===== config.mk =====
export PLATFORM = sky130hd
export DESIGN_NAME = fwd_hazard_unit
export DESIGN_NICKNAME = d
export VERILOG_FILES = /design/src/rtl/fwd_hazard_unit.sv
export SDC_FILE = /design/constraint.sdc
export NUM_CORES = 1
export LEC_CHECK = 0
export ABC_AREA = 1
export BUFFER_PORTS_ARGS = -buffer_cell sky130_fd_sc_hd__clkbuf_2
export CAP_MARGIN = 20
export CORE_MARGIN = 1.5
export CORE_UTILIZATION = 54
export DETAILED_ROUTE_END_ITERATION = 12
export GPL_TIMING_DRIVEN = 0
export PLACE_DENSITY = 0.78
export SLEW_MARGIN = 0
export SYNTH_ARGS = -nofsm -noshare
export SYNTH_HDL_FRONTEND = slang
export SYNTH_SLANG_ARGS = --single-unit

===== constraint.sdc =====
create_clock -name clk -period 1.65 [get_ports clk]
set_input_delay 0.33 -clock clk [delete_from_list [all_inputs] [get_ports clk]]
set_output_delay 0.33 -clock clk [all_outputs]
set_load 0.03 [all_outputs]

===== src/rtl/fwd_hazard_unit.sv =====
// Forwarding and hazard unit for the filter processor's ID/EX/MEM/WB back end.
// Tracks destination tags in a private shadow pipeline. From that state and
// the instruction in ID it produces ALU forwarding selects for EX, load-use
// or interlock stalls, and a saturating count of stall cycles.
module fwd_hazard_unit #(
  parameter int RADDR_W    = 4,
  parameter int LOAD_STALL = 1,
  parameter int FWD_EN     = 1,
  parameter int ZERO_REG   = 0,
  parameter int CNT_W      = 16
) (
  input  logic               clk,
  input  logic               rst_n,
  input  logic               flush,
  input  logic               id_valid,
  input  logic [RADDR_W-1:0] id_ra,
  input  logic [RADDR_W-1:0] id_rb,
  input  logic               id_re_a,
  input  logic               id_re_b,
  input  logic [RADDR_W-1:0] id_rd,
  input  logic               id_we,
  input  logic               id_load,
  output logic               stall,
  output logic [1:0]         fwd_a,
  output logic [1:0]         fwd_b,
  output logic [CNT_W-1:0]   stall_cnt
);

  // The load-use down-counter reloads LOAD_STALL-1, so two bits cover 1..3.
  localparam logic [1:0]       LU_RELOAD = 2'(LOAD_STALL - 1);
  localparam logic [CNT_W-1:0] CNT_MAX   = '1;

  // A stage produces register r if it is valid and writes r. Register 0 never
  // matches when it is hardwired to zero.
  function automatic logic tag_match(input logic [RADDR_W-1:0] r,
                                     input logic               v,
                                     input logic               we,
                                     input logic [RADDR_W-1:0] rd);
    return v & we & (rd == r) & ~((ZERO_REG != 0) & (r == '0));
  endfunction

  // Shadow pipeline: valids are control and take the reset; tags do not,
  // because every use of a tag is qualified by its stage valid.
  logic               ex_v_q, ex_v_d;
  logic [RADDR_W-1:0] ex_ra_q, ex_rb_q, ex_rd_q;
  logic               ex_re_a_q, ex_re_b_q, ex_we_q, ex_load_q;
  logic               mem_v_q, mem_we_q, mem_load_q;
  logic [RADDR_W-1:0] mem_rd_q;
  logic               wb_v_q, wb_we_q;
  logic [RADDR_W-1:0] wb_rd_q;

  logic [1:0]         lu_cnt_q, lu_cnt_d;
  logic [CNT_W-1:0]   stall_cnt_q, stall_cnt_d;

  // Source matches for the instruction in ID against EX and MEM producers.
  logic id_a_ex, id_b_ex, id_a_mem, id_b_mem;
  // Source matches for the instruction in EX against MEM and WB producers.
  logic ex_a_mem, ex_b_mem, ex_a_wb, ex_b_wb;
  logic load_hz, raw_hz;

  assign id_a_ex  = id_re_a & tag_match(id_ra, ex_v_q, ex_we_q, ex_rd_q);
  assign id_b_ex  = id_re_b & tag_match(id_rb, ex_v_q, ex_we_q, ex_rd_q);
  assign id_a_mem = id_re_a & tag_match(id_ra, mem_v_q, mem_we_q, mem_rd_q);
  assign id_b_mem = id_re_b & tag_match(id_rb, mem_v_q, mem_we_q, mem_rd_q);

  assign ex_a_mem = ex_v_q & ex_re_a_q & tag_match(ex_ra_q, mem_v_q, mem_we_q, mem_rd_q);
  assign ex_b_mem = ex_v_q & ex_re_b_q & tag_match(ex_rb_q, mem_v_q, mem_we_q, mem_rd_q);
  assign ex_a_wb  = ex_v_q & ex_re_a_q & tag_match(ex_ra_q, wb_v_q, wb_we_q, wb_rd_q);
  assign ex_b_wb  = ex_v_q & ex_re_b_q & tag_match(ex_rb_q, wb_v_q, wb_we_q, wb_rd_q);

  // A load in EX cannot feed ID's consumer until it reaches WB.
  assign load_hz = id_valid & (id_a_ex | id_b_ex) & ex_load_q;
  // Without forwarding, any producer still ahead of WB blocks the consumer;
  // WB itself is safe because the register file writes through.
  assign raw_hz  = id_valid & (id_a_ex | id_b_ex | id_a_mem | id_b_mem);

  // Stall and forwarding selects; MEM wins over WB, and a load in MEM never
  // forwards because the load-use stall already kept its consumer out of EX.
  always_comb begin
    stall = 1'b0;
    fwd_a = 2'b00;
    fwd_b = 2'b00;
    if (FWD_EN != 0) begin
      stall = ~flush & ((lu_cnt_q != 2'd0) | load_hz);
      if (ex_a_mem & ~mem_load_q) fwd_a = 2'b01;
      else if (ex_a_wb)           fwd_a = 2'b10;
      if (ex_b_mem & ~mem_load_q) fwd_b = 2'b01;
      else if (ex_b_wb)           fwd_b = 2'b10;
    end else begin
      stall = ~flush & raw_hz;
    end
  end

  // Next state: EX takes a bubble on stall or flush; the load-use counter
  // ignores new hazards while it is still draining.
  always_comb begin
    ex_v_d      = id_valid & ~stall & ~flush;
    lu_cnt_d    = 2'd0;
    stall_cnt_d = stall_cnt_q;
    if (flush)                             lu_cnt_d = 2'd0;
    else if (lu_cnt_q != 2'd0)             lu_cnt_d = lu_cnt_q - 2'd1;
    else if ((FWD_EN != 0) && load_hz)     lu_cnt_d = LU_RELOAD;
    if (stall && (stall_cnt_q != CNT_MAX)) stall_cnt_d = stall_cnt_q + CNT_W'(1);
  end

  // Control state: stage valids and counters, cleared asynchronously.
  always_ff @(posedge clk or negedge rst_n) begin
    if (!rst_n) begin
      ex_v_q      <= 1'b0;
      mem_v_q     <= 1'b0;
      wb_v_q      <= 1'b0;
      lu_cnt_q    <= 2'd0;
      stall_cnt_q <= '0;
    end else begin
      ex_v_q      <= ex_v_d;
      mem_v_q     <= ex_v_q;
      wb_v_q      <= mem_v_q;
      lu_cnt_q    <= lu_cnt_d;
      stall_cnt_q <= stall_cnt_d;
    end
  end

  // Tag fields advance every edge; a bubble is marked only by its valid.
  always_ff @(posedge clk) begin
    ex_ra_q    <= id_ra;
    ex_rb_q    <= id_rb;
    ex_re_a_q  <= id_re_a;
    ex_re_b_q  <= id_re_b;
    ex_rd_q    <= id_rd;
    ex_we_q    <= id_we;
    ex_load_q  <= id_load;
    mem_rd_q   <= ex_rd_q;
    mem_we_q   <= ex_we_q;
    mem_load_q <= ex_load_q;
    wb_rd_q    <= mem_rd_q;
    wb_we_q    <= mem_we_q;
  end

  assign stall_cnt = stall_cnt_q;

endmodule


* Yosys cells after proc, flatten, opt, wreduce, memory -nomap -nowiden *
Index checks and enable logic that the tools add are counted.

word-level totals
  output and inout port bits = 21
  logic and storage cells = 63
  flip-flop bits (word level) = 48
  bits of input ports = 20

cells by class
  muxes and demuxes = 6
  eq/ne operators = 7
  bitwise gates (word level) = 29
  add/subtract/negate cells = 2
  reductions and logical operators = 2

operators by type and width
  operator                                          number
  AND 1 bit                                         24
  == test 4 bit                                     6
  adder 16 x 1 -> 16 bit, second input constant     1
  != test 16 bit, second input constant             1
  2-to-1 mux 2 bit                                  6
  inverter 1 bit                                    3
  bitwise OR 1 bit                                  2
  nonzero test 2 bit                                1
  subtractor 2 x 1 -> 2 bit, second input constant  1
  logical AND 1 bit                                 1

* Logic depth before layout (Yosys ltp) *
Gate-level depths: netlist of the first run.

  word-level depth = 11
  gate-level depth with buffers = 12
  mapped depth without buffers = 11

* Worst setup path after synthesis of the first run *
OpenSTA, ideal clock, no wires.

  path type = reg2reg
  from = reg stall_cnt_q[0] (netlist: stall_cnt[0])
  to = reg stall_cnt_q[14] (netlist: stall_cnt[14])
  cell stages (with the launch flop) = 9
  arrival time = 1.527 ns
  setup slack = 0.005 ns
  clock period less this slack = 1.645 ns
  data required time = 1.532 ns
  path through = dfrtp_1 > ha_1 > nand2_1 > nor2_4 > nand2_1 > nor4_2 > nand3_1 > nand2_1 > nand2_1

between the ends
  cells in the longest elaborated chain, start to end = 2

RTL lines
  element                                                                         RTL line  text
  from (decl)                                                                     53        logic [CNT_W-1:0] stall_cnt_q, stall_cnt_d;
  from (signal assigned)                                                          119       stall_cnt_q <= stall_cnt_d;
  parallel branches: the longest is 2 deep, another holds adder 16 x 1 -> 16 bit  --

Several ways; the timed one is not identified.
A chain may end at the register's enable or synchronous reset.

* Final worst setup path of the first run *
  from = reg ex_v_q
  to = out fwd_b[1]

between the ends
  cells in the longest elaborated chain, start to end = 4

RTL lines
  element                                               RTL line  text
  from (decl)                                           44        logic ex_v_q, ex_v_d;
  from (signal assigned)                                115       ex_v_q <= ex_v_d;
  AND 1 bit *                                           67, 69
  AND 1 bit, on equally long branches                   69, 67
  2-to-1 mux 2 bit / AND 1 bit (equally long branches)  88, 87
  2-to-1 mux 2 bit *                                    87        if (ex_b_mem & ~mem_load_q) fwd_b = 2'b01;
  to (decl)                                             25        output logic [1:0] fwd_b,

Mark *: on every way between the ends. The rest lies on a longest branch, timed or not.

==> results of run 1 <==
-- synthesized netlist by cell type, types with 2 or more instances --
cell type	instances
a21oi_1	2
a221oi_1	2
buf_2	3
dfrtp_1	21
dfxtp_1	27
inv_1	27
inv_2	3
nand2_1	81
nand3_1	12
nand4_1	17
nor2_1	23
nor4_1	2
o22ai_1	2
xnor2_1	9
xor2_1	11
-- final timing paths --
kind / slack, ps / end / startpoint / depth (start not counted)
setup reg to reg: 30 / stall_cnt[14] / stall_cnt[0] / 8
setup / recovery: -260 / fwd_b[1] / ex_v_q / 7
max in group asynchronous: 740 / stall_cnt[12] / rst_n / 2
hold / removal: 120 / ex_rd_q[0] / id_rd[0] / 1
min in group asynchronous: 520 / stall_cnt[5] / rst_n / 2
hold reg to reg: 360 / mem_we_q / ex_we_q / 0
-- metrics by stage --
stage               worst slack, ps  util, %  cells
floorplan                     4.545        -    260
global placement             -189.6    64.34    348
detailed placement           -212.2    64.34    348
CTS                          -253.0    71.01    361
global route                 -357.5    74.38    367
finish                       -261.9    74.38    367
-- metal layers --
metal	track usage, %	wire, um	up-vias
met5	0	0	-
met4	9.115	61	0
met3	6.133	244	7
met2	37.50	2333	65
met1	34.73	2201	886
li1	-	-	947
-- state kept, by name, indices dropped and copies added (netlist names) --
register	flops
ex_re_a_q	1
ex_v_q	1
lu_cnt_q	2
mem_we_q	1
wb_v_q	1
ex_we_q	1
wb_we_q	1
ex_rd_q	4
ex_load_q	1
mem_load_q	1
stall_cnt	16
wb_rd_q	4
mem_v_q	1
ex_rb_q	4
ex_re_b_q	1
mem_rd_q	4
ex_ra_q	4
-- cell families (layout without fill, tap and decap cells) --
kind of cell	count (synthesis)	after routing	synth area share, %
AOI/OAI and AO/OA	11	11	3.641
buffers and inverters	37	96	7.046
xor gates and xnor gates	20	20	8.221
DFF	48	48	50.03
and+or+nand+nor	143	143	30.48
adders and majority gates	1	1	0.5871
-- where the power goes --
group / internal [mW] / leakage, nW / total [mW] / switching (mW)
clock network: 0.457 / 0.0583 / 0.873 / 0.416
registers: 1.21 / 0.514 / 1.25 / 0.0387
logic: 0.0716 / 0.832 / 0.170 / 0.0983
-- cell type report --
class | count | area [um2]
repair buffers | 51 | 339.1
plain buffers | 6 | 50.05
multi-input cells | 175 | 999.7
well taps | 48 | 60.06
fillers | 278 | 952.2
inverters | 31 | 116.4
flip-flops and latches | 48 | 1082
clock inverters | 3 | 47.55
clock buffers | 5 | 68.82
-- repair_timing --
action	in CTS	in global routing
gates cloned	0	0
resized for setup	27	32
pin swaps	6	16
buffers inserted	4	7
setup endpoints to repair	5	21
hold buffers	1	0
endpoints found under the hold margin	20	0
==> results.cfg, run 1 <==
[status]
outcome = finished, violations left
violations = negative setup slack

[timing]
drv_slew = 0
worst_slack_ps = -261.9
final.setup.tns_ps = -967.0
max_freq_ghz = 0.5231
tightest_slew_ps = 562.5
setup_viol = 5
min_period_over_period_pct = 115.9
period_minus_slack_ps = 1912
hold_ws_ps = 119.6
rsz0062_at_grt = true
finalClockSkew_ps = 4.916
maxSlewHeadroom_pct = 62.50
finalHoldViolCount = 0

[placement]
place_hpwl_um = 3192
portBuffers = 40
post_dp_cell_area_um2 = 2391
gp_congestion = 0.8741

[cts]
cts.sinks = 48
cts.htree.levels = 2
cts_tree = done
clk_latency_ps = 310
clkSlewWorstSetupHoldPaths_ps = 90
cts_root_buf = clkbuf_8
cts_buffers = 5
cts_buffer_depth = 2

[floorplanning]
fp.dieH_um = 65.82
die_x_um = 65.82
core_um2 = 3716
start_util_pct = 57.34
floorplan.rows = 22
dieArea_um2 = 4332
ioPinCount = 41

[worst_setup_path]
slowest_delay_ps = 380
cp_data_arrival_time_ps = 1580
crit_required_ps = 1320
path_cells = nand2_2 > o21bai_1 > a221oi_1 > nand3_1 > nand2_1 > inv_2 > buf_8
cp_top_family = flip-flops
crit_type = flop to output port
cp_num_buf_inv = 2
crit_path_top_delay_cell = dfrtp_1
endpoint_kind = output port
crit_path_max_fanout = 2
start_kind = flop

[grt]
grt_first_pass_wirelength_um = 8024
grt_pass1_vias = 1750
grt_start_max_net_pins = 22
grt_overflow = 0
grt_usage_pct = 24.90
antenna_found_initial = 0

[drt]
wire_per_inst_um = 13.19
dr.pass1.iters = 4
drcViolationCount = 0
detail-route-antenna-nets = 0
routed_wl_um = 4840
vias = 1905
drt_iter0_drc = 129
routed_via_density = 5.191

[cells_and_area]
layout.cells.most_common = nand2_1
diodes = 0
areaGrowthSynthToFinish_pct = 29.71
nNetsFinal = 339
drive_gt1_share_pct = 31.03
final_area_um2 = 2764
mostFrequentLayoutCells = nand2_1, clkbuf_2, inv_1

[pwr]
total_power_mw = 2.290
power_density_nw_per_um2 = 828.7
ir_worst_vdd_mv = 0.6937
p_leak_nw = 1.404

[yosys]
yosysSeqAreaShare_pct = 50.03
yosys-top-cells-area = dfxtp_1, dfrtp_1, nand2_1
ys_warn_count = 0
ys_ff_latch = 48
synth_area_um2 = 2131
async_flop_share_pct = 43.75
synth_top_area_share_pct = 25.37
synth-main-ff-cell = dfxtp_1
synth_cell_types = 33
avgSynthCellArea_um2 = 8.195
synth_nets = 281
netlist_instances = 260
synth_edf_count = 0
yosys.area.top_type = dfxtp_1

[job]
maxCapViolations = 0

[hold_path]
hold_path.class = primary input to flop
Power figures use the tool's default switching activity.
==> run 2: changes to the inputs <==
==> constraint.sdc (replaced) <==
create_clock -name clk -period 1.9 [get_ports clk]
set_input_delay 0.38 -clock clk [delete_from_list [all_inputs] [get_ports clk]]
set_output_delay 0.38 -clock clk [all_outputs]
set_load 0.03 [all_outputs]
==> results.cfg, run 2 (synthesis results as in run 1) <==
[drt]
routed_via_density = 5.124
dr.pass1.iters = 4
detail-route-antenna-nets = 0
wire_per_inst_um = 12.47
drcViolationCount = 0
drt_iter0_drc = 121
vias = 1860
routed_wl_um = 4527

[timing]
period_minus_slack_ps = 1971
setup_viol = 3
worst_slack_ps = -70.69
maxSlewHeadroom_pct = 64.59
finalHoldViolCount = 0
tightest_slew_ps = 531.1
min_period_over_period_pct = 103.7
hold_ws_ps = 34.85
max_freq_ghz = 0.5074
rsz0062_at_grt = true
finalClockSkew_ps = 7.845
drv_slew = 0

[grt]
grt_pass1_vias = 1708
grt_usage_pct = 23.64
grt_use_met3_pct = 6.303
met1_usage_pct = 33.81
grt_first_pass_wirelength_um = 7665
grt_util_met2_pct = 33.96
antenna_found_initial = 0
grt_most_used_layer = met2
grt_overflow = 0
grt_start_max_net_pins = 22

[pwr]
power_density_nw_per_um2 = 747.1
ir_worst_vdd_mv = 0.5855
total_power_mw = 1.967
p_leak_nw = 1.366

[floorplanning]
dieArea_um2 = 4332
floorplan.rows = 22
start_util_pct = 57.34
ioPinCount = 41
fp.dieH_um = 65.82
core_um2 = 3716
die_x_um = 65.82

[worst_setup_path]
cp_num_buf_inv = 2
crit_required_ps = 1520
path_cells = nand2_2 > o21bai_1 > a221oi_1 > nand3_1 > nand2_1 > inv_2 > buf_8
start_kind = flop
slowest_delay_ps = 390
crit_type = flop to output port
crit_path_top_delay_cell = dfrtp_1
cp_data_arrival_time_ps = 1590
cp_top_family = flip-flops
crit_path_max_fanout = 3
endpoint_kind = output port

[cells_and_area]
nNetsFinal = 335
mostFrequentLayoutCells = nand2_1, clkbuf_2, inv_1
seqCellArea_um2 = 1075
diodes = 0
layout.cells.most_common = nand2_1
areaGrowthSynthToFinish_pct = 23.55
fill_cells = 304
final_cells = 363
multi_input_area_um2 = 943.4
drive_gt1_share_pct = 25.40
fin_util_pct = 70.84
largest_reg_flops = 16

[cts]
clkSlewWorstSetupHoldPaths_ps = 90
cts_root_buf = clkbuf_8
cts_buffers = 5
cts_hold_buf = 0
clk_latency_ps = 310
cts.htree.levels = 2
cts.sinks = 48
cts_buffer_depth = 2
cts_tree = done

[status]
outcome = finished, violations left
violations = negative setup slack

[placement]
portBuffers = 40
place_hpwl_um = 3192
pre_cts_slack_ps = -62.17
dp_cells = 348
gp_congestion = 0.8741

[job]
maxCapViolations = 0

[hold_path]
hold_path.class = primary input to asynchronous set/reset pin
## run 2: final cells by class
| class | instances | area share [%] |
|---|---|---|
| timing repair buffer | 48 | 11.12 |
| buffer | 5 | 1.093 |
| tap | 48 | 2.281 |
| inverter | 31 | 4.420 |
| sequential | 48 | 40.83 |
| clock buffer | 5 | 2.614 |
| multi-input combinational | 175 | 35.84 |
| clock inverter | 3 | 1.806 |
## run 2: stage by stage
step                setup TNS (ps)  area (um2)
floorplan                        0        2131
global placement            -39.63        2391
detailed placement          -62.17        2391
CTS                         -132.7        2575
global route                -534.3        2633
finish                      -141.1        2633
## run 2: power breakdown
part           internal [mW]  switching, mW
clock network          0.396          0.356
registers               1.05         0.0314
logic                 0.0556         0.0771
total                   1.50          0.464
## run 2: path summary, 6_finish.rpt
path | from | to | slack [ps] | cells after the start
setup reg to reg | stall_cnt[0] | stall_cnt[14] | 270 | 8
setup / recovery | ex_v_q | fwd_b[1] | -70 | 7
hold / removal | rst_n | stall_cnt[8] | 30 | 1
max in group asynchronous | rst_n | lu_cnt_q[1] | 1510 | 1
min in group clk | id_rd[0] | ex_rd_q[0] | 170 | 1
hold reg to reg | ex_load_q | mem_load_q | 350 | 0
## run 2: timing repair
item,CTS,global route
setup buffers,3,5
gates resized for setup,14,15
setup endpoints to repair,5,5
pin swaps,5,9
## run 2: worst register-to-register path, stage by stage (launching register included)
cell	delay, ps
dfrtp_1	420
ha_1	210
nand2_1	120
nor2_4	180
nand2_1	110
nor4_2	220
nand3_1	130
nand2_1	90
nand2_1	50
## run 2: layer usage
metal / vias to the layer above / routed length [um] / share of wire, %
met3: 7 / 230 / 5.1
met4: 0 / 61 / 1.3
met5: - / 0 / 0
met1: 859 / 2181 / 48
li1: 941 / - / -
met2: 53 / 2053 / 45
==> run 3: changes to the inputs <==
--- a/config.mk
+++ b/config.mk
@@ -12,7 +12,8 @@
 export CORE_UTILIZATION = 54
 export DETAILED_ROUTE_END_ITERATION = 12
 export GPL_TIMING_DRIVEN = 0
-export PLACE_DENSITY = 0.78
+export HOLD_SLACK_MARGIN = 0.1
+export PLACE_DENSITY_LB_ADDON = 0.12
 export SLEW_MARGIN = 0
 export SYNTH_ARGS = -nofsm -noshare
 export SYNTH_HDL_FRONTEND = slang
==> constraint.sdc (replaced) <==
create_clock -name clk -period 1.9 [get_ports clk]
set_input_delay 0.38 -clock clk [delete_from_list [all_inputs] [get_ports clk]]
set_output_delay 0.38 -clock clk [all_outputs]
set_load 0.05 [all_outputs]
==> results.cfg, run 3 (synthesis results as in run 1) <==
[grt]
grt_start_max_net_pins = 22
grt_overflow = 0
grt_most_used_layer = met1
antenna_found_initial = 0
grt_use_met3_pct = 5.111
grt_usage_pct = 21.35
met1_usage_pct = 32.04
grt_first_pass_wirelength_um = 7086
grt_pass1_vias = 1595
grt_util_met2_pct = 31.19

[timing]
drv_slew = 0
period_minus_slack_ps = 1972
hold_ws_ps = 184.5
setup_viol = 2
max_freq_ghz = 0.5070
worst_slack_ps = -72.20
tightest_slew_ps = 533.7
finalHoldViolCount = 0
min_period_over_period_pct = 103.8
rsz0062_at_grt = true
finalClockSkew_ps = 6.485
maxSlewHeadroom_pct = 64.42

[status]
violations = negative setup slack
outcome = finished, violations left

[worst_setup_path]
r2r-start = stall_cnt[0]
start_kind = flop
endpoint_kind = output port
crit_required_ps = 1520
cp_data_arrival_time_ps = 1590
rr_endpoint = stall_cnt[14]
crit_type = flop to output port
rrSetupSlack_ps = 270
crit_path_max_fanout = 4
reg2reg_depth = 8

[cells_and_area]
final_cells = 359
layout.cells.most_common = nand2_1
areaGrowthSynthToFinish_pct = 24.25
drive_gt1_share_pct = 27.65
largest_reg_flops = 16
nNetsFinal = 331
mostFrequentLayoutCells = nand2_1, clkbuf_2, nor2_1
diodes = 0

[placement]
place_hpwl_um = 3054
gp_congestion = 0.8396
portBuffers = 40
pre_cts_slack_ps = -137.7
dp_cells = 348

[drt]
dr.pass1.iters = 4
vias = 1761
drt_iter0_drc = 113
detail-route-antenna-nets = 0
drcViolationCount = 0
wire_per_inst_um = 11.78
routed_wl_um = 4230
routed_via_density = 4.905

[job]
maxCapViolations = 0

[cts]
cts_root_buf = clkbuf_8
cts_tree = done
clkSlewWorstSetupHoldPaths_ps = 80
clk_latency_ps = 290
cts_buffer_depth = 2
cts.sinks = 48
cts.htree.levels = 2
cts_buffers = 5

[floorplanning]
start_util_pct = 57.34
ioPinCount = 41
die_x_um = 65.82
core_um2 = 3716
floorplan.rows = 22
dieArea_um2 = 4332
fp.dieH_um = 65.82

[pwr]
p_leak_nw = 1.340
power_density_nw_per_um2 = 697.7
ir_worst_vdd_mv = 0.7092
total_power_mw = 1.847

[hold_path]
whs_path_depth = 1
hold_end = ex_rd_q[1]
hold_path.class = primary input to flop
hp-start = id_rd[1]
[run 3: cell count changes in the layout (fill, tap and decap cells not counted), moves of 2 or more]
cell | before | now
nor4_1 | 2 | 0
buf_4 | 8 | 3
inv_1 | 24 | 22
nand2_1 | 78 | 74
nor4_2 | 1 | 3
inv_2 | 6 | 8
nand2_2 | 3 | 7
[run 3: routing by layer]
layer  up-vias  routed length [um]
met5         -                   0
met4         0                  25
met3         2                 237
met2        50                1774
met1       774                2192
li1        935                   -
[run 3: worst max-delay path by stage]
stage | endpoint | startpoint
after CTS | fwd_a[1] | ex_v_q
after floorplan | stall_cnt[14] | stall_cnt[0]
after detailed placement | stall | id_rb[3]
final | fwd_b[1] | ex_v_q
after global routing | fwd_b[1] | ex_v_q
after global placement | stall | id_ra[1]
[run 3: where the power goes]
group | internal, mW | switching (mW)
logic | 0.0544 | 0.0837
clock network | 0.298 | 0.325
registers | 1.05 | 0.0342
[run 3: metrics by stage]
| step | setup TNS [ps] | utilization, % | area [um2] |
|---|---|---|---|
| 3_3_place_gp | -109.8 | 64.34 | 2391 |
| 4_1_cts | -184.8 | 68.99 | 2564 |
| 6_report | -81.75 | 71.25 | 2648 |
| 5_1_grt | -588.9 | 71.25 | 2648 |
| 3_5_place_dp | -137.7 | 64.34 | 2391 |
| 2_1_floorplan | 0 | - | 2131 |
[run 3: critical path: stages (launching register included)]
cell       delay (ps)
dfrtp_1           410
nand2_2           100
a21oi_2           130
o2111ai_2         130
nor4_2            250
nand2_1            90
inv_2              70
buf_8             130
[run 3: area by class of cell]
type	instances	area (um2)
inverters	31	116.4
flip-flops and latches	48	1072
clock buffers	7	86.33
plain buffers	5	28.78
repair buffers	44	279.0
clock inverters	1	8.758
multi-input cells	175	996.0
fillers	313	1069
well taps	48	60.06
[run 3: what timing repair did]
item	4_1_cts	5_1_grt
setup buffers	1	2
cloned	0	0
hold endpoints to repair	21	0
gates resized for setup	20	24
hold buffers	1	0
pin swaps	5	11
endpoints found under the setup margin	5	5
